### config.mk
export PLATFORM = sky130hd
export DESIGN_NAME = uart_rx
export DESIGN_NICKNAME = d
export VERILOG_FILES = /design/src/rtl/uart_rx.sv
export SDC_FILE = /design/constraint.sdc
export NUM_CORES = 1
export LEC_CHECK = 0
export BUFFER_PORTS_ARGS = -buffer_cell sky130_fd_sc_hd__buf_4
export CAP_MARGIN = 40
export CORE_MARGIN = 4
export CORE_UTILIZATION = 30
export CTS_BUF_LIST = sky130_fd_sc_hd__clkbuf_4
export DETAILED_ROUTE_END_ITERATION = 10
export SLEW_MARGIN = 30
export SYNTH_ARGS = -nofsm -noshare
export SYNTH_HDL_FRONTEND = slang
export SYNTH_SLANG_ARGS = --single-unit
### constraint.sdc
create_clock -name iClk -period 5.7 [get_ports iClk]
set_clock_uncertainty 0.1 [all_clocks]
set_input_delay 0.57 -clock iClk [delete_from_list [all_inputs] [get_ports iClk]]
set_output_delay 0.57 -clock iClk [all_outputs]
set_load 0.05 [all_outputs]
### src/rtl/uart_rx.sv
// UART 8N1 receiver: 2-flop synchroniser, start-bit qualify, mid-bit sampling, LSB first.
// Latency: oRxValid/oFrameErr fire 2+HALF+9*CLKS_PER_BIT cycles after idle first sees a low line.
// No backpressure: oRxByte is held until the next good frame; consumers must take the strobe.
module uart_rx #(
    parameter int CLK_FREQ     = 125_000_000,
    parameter int BAUD_RATE    = 115_200,
    parameter int CLKS_PER_BIT = CLK_FREQ / BAUD_RATE
) (
    input  logic       iClk,
    input  logic       iRst,
    input  logic       iRxSerial,
    output logic [7:0] oRxByte,
    output logic       oRxValid,
    output logic       oFrameErr,
    output logic       oRxBusy
);

    localparam int CW   = $clog2(CLKS_PER_BIT) + 1;
    localparam int HALF = (CLKS_PER_BIT - 1) / 2;
    localparam logic [CW-1:0] HALF_C = CW'(HALF);
    localparam logic [CW-1:0] LAST_C = CW'(CLKS_PER_BIT - 1);

    typedef enum logic [2:0] {
        S_IDLE  = 3'd0,
        S_START = 3'd1,
        S_DATA  = 3'd2,
        S_STOP  = 3'd3,
        S_DONE  = 3'd4,
        S_BREAK = 3'd5
    } state_t;

    state_t          state, state_nxt;
    logic            rx_meta, rx_sync;
    logic [CW-1:0]   cnt;
    logic [2:0]      bit_idx;
    logic [7:0]      shift;
    logic [7:0]      rx_byte;
    logic            frame_err;

    // Two-flop synchroniser; idle-high reset value so reset never looks like a start bit.
    always_ff @(posedge iClk) begin
        if (iRst) begin
            rx_meta <= 1'b1;
            rx_sync <= 1'b1;
        end else begin
            rx_meta <= iRxSerial;
            rx_sync <= rx_meta;
        end
    end

    // State register.
    always_ff @(posedge iClk) begin
        if (iRst) state <= S_IDLE;
        else      state <= state_nxt;
    end

    // Next-state logic.
    always_comb begin
        state_nxt = state;
        case (state)
            S_IDLE:  if (!rx_sync) state_nxt = S_START;
            S_START: if (cnt == HALF_C) state_nxt = rx_sync ? S_IDLE : S_DATA;
            S_DATA:  if (cnt == LAST_C && bit_idx == 3'd7) state_nxt = S_STOP;
            S_STOP:  if (cnt == LAST_C) state_nxt = rx_sync ? S_DONE : S_BREAK;
            S_DONE:  state_nxt = S_IDLE;
            S_BREAK: if (rx_sync) state_nxt = S_IDLE;
            default: state_nxt = S_IDLE;
        endcase
    end

    // Bit timing counter, shift register, output byte and framing-error pulse.
    always_ff @(posedge iClk) begin
        if (iRst) begin
            cnt       <= '0;
            bit_idx   <= '0;
            shift     <= '0;
            rx_byte   <= '0;
            frame_err <= 1'b0;
        end else begin
            frame_err <= 1'b0;
            case (state)
                S_START: begin
                    if (cnt == HALF_C) begin
                        cnt     <= '0;
                        bit_idx <= '0;
                    end else begin
                        cnt <= cnt + 1'b1;
                    end
                end
                S_DATA: begin
                    if (cnt == LAST_C) begin
                        cnt     <= '0;
                        shift   <= {rx_sync, shift[7:1]};
                        bit_idx <= bit_idx + 3'd1;
                    end else begin
                        cnt <= cnt + 1'b1;
                    end
                end
                S_STOP: begin
                    if (cnt == LAST_C) begin
                        cnt <= '0;
                        // Byte lands as the FSM enters S_DONE so it is visible with the strobe.
                        if (rx_sync) rx_byte   <= shift;
                        else         frame_err <= 1'b1;
                    end else begin
                        cnt <= cnt + 1'b1;
                    end
                end
                default: begin
                    cnt     <= '0;
                    bit_idx <= '0;
                end
            endcase
        end
    end

    // Output decode.
    always_comb begin
        oRxByte   = rx_byte;
        oRxValid  = (state == S_DONE);
        oFrameErr = frame_err;
        oRxBusy   = (state != S_IDLE);
    end

endmodule

==> results.md <==
Outcome:
- The run finished with clean final reports.

Finish:
- The combined flip-flop and latch cell area is 740.7 µm².
- From synthesis to final layout, the design area changed by 13.43%.
- Measured on the finished design, the core utilization comes to around 36%.
- Summing all multi-input logic gate instances after layout gives between 800 and 900 µm².
- Leaving out fill and tap cells, the most frequent cell in the layout is sky130_fd_sc_hd__dfxtp_1.
- The antenna diode count is 0.
- In the final layout, the share of cells above drive strength 1 is 14.43%.
- The number of nets in the final layout is 202.
- The count of filler cells inserted in the layout is 566.
- In the layout the commonest cells are 37 x sky130_fd_sc_hd__dfxtp_1, 24 x sky130_fd_sc_hd__nor2_1, 24 x sky130_fd_sc_hd__nand2_1, 13 x sky130_fd_sc_hd__buf_4, 12 x sky130_fd_sc_hd__a21oi_1.
- The summed area of non-filler cells in the final layout is 0.001859 mm².

Timing:
- The remaining max-slew budget at the tightest pin is 59.31%.
- Setup repair after global routing left no endpoint under its margin.
- Adding up every negative setup slack in the final design gives 0 ps.
- The final hold violation count is 0.
- The minimum clock period after layout is 2056 ps.
- The setup violation total in the final timing report is 0.
- The portion of the clock cycle consumed by the worst path in the final layout is 36.06%.
- The number of slew-limit violations in the final report is 0.
- The slew at the pin with the worst max-slew slack is roughly 600 ps.
- The fmax is ~490 MHz.

Pwr:
- In this run the static leakage power is 0.0007348 µW.
- Dividing total power by cell area gives a power density of about 240 mW/mm².
- VDD sags by at most 0.07531 mV.

Synthesis:
- In the post-synthesis netlist, the biggest area contributors are sky130_fd_sc_hd__dfxtp_1 45%, sky130_fd_sc_hd__nand2_1 5.5%, sky130_fd_sc_hd__nor2_1 5.5%, sky130_fd_sc_hd__mux2i_1 4.9%, sky130_fd_sc_hd__ha_1 3.8%.
- The number of nets handed over by synthesis was 190.
- Yosys printed 0 warnings.
- In this run, synthesis produced a sequential element count of 37.
- The gate count after technology mapping is 182.
- The top cell type by area accounts for a little under half of the synthesized area.
- Summing the sequential cell areas from Yosys gives 45.19% of the chip area.
- In this run, synthesis inferred 0 flip-flops with an integrated enable.
- The biggest area consumer among synthesized cells is sky130_fd_sc_hd__dfxtp_1.
- The most used flip-flop cell after synthesis is sky130_fd_sc_hd__dfxtp_1.
- The mapped netlist covers 0.001639 mm².
- The post-synthesis cell type count is 41.
- The average footprint of a synthesized cell is 9.006 µm².
- After synthesis, the share of flip-flops with an asynchronous set or reset is 0%.

Placed design:
- Buffers placed on the I/O ports in this run total 13.
- The congestion estimate from routability-driven global placement came to 0.7696.
- The wire-length estimate of the detail-placed layout is 2.113 mm.
- After detailed placement, the total cell area comes to 0.001787 mm².

Floorplanning:
- The number of primary I/O pins is 14.
- The core area is 0.005205 mm².
- The die width is 81.92 µm.
- The initial core utilization is 31.49%.
- In this run the vertical extent of the chip is about 82 µm.
- The site row count is 26.
- The die area is 0.006710 mm².

Critical path:
- STA classifies the critical path startpoint as a register.
- For the worst setup path, the data arrival time is 2160 ps.
- The peak fanout along the critical path is 12.
- The category of the most critical setup path is register to register.
- In this run the register-to-register setup slack is 3640 ps.
- The cell count of the worst reg-to-reg path is 5.
- The kind of capture point of the worst setup path is a register.
- The data required time of the worst path is 5810 ps.
- The worst register-to-register path ends at cnt[11].
- The origin of the critical flop-to-flop path is cnt[1].

GRT:
- In the global route stage, overall resource usage came out at 10.16%.
- The maximum number of pins on one net before global-route repair is 26.
- The first-pass GRT wire length is roughly 5.3 mm.
- The number of antenna violations at the first check in global routing is 0.
- The via count of the first global-routing pass was 1,184.
- The overall overflow remaining after global route is 0.

Worst hold path:
- In this run the most critical hold path is launched from iRxSerial.
- The number of cells on the worst hold path is 2.
- The classification of the worst-slack hold path is input pin to register.
- For hold timing, the worst endpoint is rx_meta.

CTS:
- The number of buffers inserted to repair setup after CTS is 0.
- TritonCTS created 5 clock buffers.
- Post-CTS repair changed the size of 0 cells.
- Clock latency on the worst-skew pair, taken at its later pin, is 340 ps.
- The H-tree generated during clock tree synthesis spans 2 levels.
- Counting along the longest clock path gives a buffer depth of 2.
- TritonCTS built the clock tree.
- For this design, the sink count on the clock tree is 37.
- After clock tree synthesis, the clock-pin slew on the worst setup and hold paths is about 110 ps.
- Clock tree synthesis selected as its root buffer the cell sky130_fd_sc_hd__clkbuf_4.
- The count of hold buffers inserted by post-cts repair is 0.

Routing:
- Wires add up to roughly 3.0 mm.
- The post-route antenna net violation count is 0.
- For this run, design rule violations remaining after detail routing come to 0.
- The number of vias per cell is 4.822.
- The detail-routed net length per standard cell is 11.20 µm.
- The number of design-rule violations left by the first detailed-router iteration is about 100.
- The final route contains ~1,300 vias.
- The first TritonRoute pass finished after 4 iterations.

Flow run:
- The number of max-capacitance violations reported is 0.
-- synth_stat cells, types with 5 or more instances --
master / instances
sky130_fd_sc_hd__a21oi_1: 12
sky130_fd_sc_hd__dfxtp_1: 37
sky130_fd_sc_hd__ha_1: 5
sky130_fd_sc_hd__inv_1: 6
sky130_fd_sc_hd__mux2i_1: 8
sky130_fd_sc_hd__nand2_1: 24
sky130_fd_sc_hd__nand4_1: 5
sky130_fd_sc_hd__nor2_1: 24
sky130_fd_sc_hd__xnor2_1: 5
sky130_fd_sc_hd__xor2_1: 5
-- worst max-delay path by stage --
stage / cells past startpoint / start / slack, ps / end
2_1_floorplan: 6 / cnt[1] / 3890 / cnt[11]
3_3_place_gp: 5 / cnt[1] / 3680 / cnt[6]
3_5_place_dp: 5 / cnt[1] / 3610 / cnt[11]
4_1_cts: 5 / cnt[1] / 3600 / cnt[11]
5_1_grt: 5 / cnt[1] / 3380 / cnt[8]
6_report: 5 / cnt[1] / 3640 / cnt[11]
-- layout make-up --
cell class              instances  share of cell area, %
repair buffers                 13                  5.249
clock buffers                   5                  2.019
well taps                      70                  4.711
clock inverters                 2                  1.884
flip-flops and latches         37                  39.84
inverters                       6                  1.211
multi-input cells             131                  45.09
-- where the power goes --
part	switching, µW	total [µW]	internal (µW)
clock network	82.7	172	89.3
registers	2.50	263	260
logic	10.8	16.8	6.00
total	96.0	451	355
-- flip-flops by register name (all words and copies together) (netlist names) --
signal,cells
state,3
oRxByte,8
rx_sync,1
bit_idx,3
shift,8
cnt,12
rx_meta,1
oFrameErr,1
-- metrics by stage --
step                setup slack (ps)  total power [µW]  std cells  hold WS (ps)
finish                          3644             451.4        264         304.2
global route                    3379             472.0        264         300.1
CTS                             3596             457.7        264         291.8
detailed placement              3612             285.6        257         296.0
global placement                3680             285.7        257         293.5
floorplan                       3890             281.2        182         289.5
-- layer usage --
layer | part of all wire, % | GRT usage (%) | up-vias | wire (µm)
met3 | 3.7 | 2.741 | 6 | 109
met4 | 2.5 | 5.482 | 0 | 73
met2 | 45 | 16.24 | 17 | 1318
met5 | 0 | 0 | - | 0
met1 | 49 | 12.34 | 591 | 1456
li1 | - | - | 659 | -
-- cells by family after synthesis --
kind of cell,Yosys count,synth area share [%]
AND/OR/NAND/NOR,80,25.57
flip-flops,37,45.19
multiplexers,8,4.886
adder cells (fa/ha/maj),5,3.817
buffers and inverters,14,3.664
XOR/XNOR,10,5.343
AO/OA/AOI/OAI,28,11.53
-- worst max-delay path, cell delays in order (launching register included) --
cell and delay, ps:
sky130_fd_sc_hd__dfxtp_1 460, sky130_fd_sc_hd__ha_1 190, sky130_fd_sc_hd__nor4bb_1 430, sky130_fd_sc_hd__a31oi_4 190
sky130_fd_sc_hd__o21ai_2 460, sky130_fd_sc_hd__nor2_1 100
Note: power is estimated with default switching activity, not from simulation.
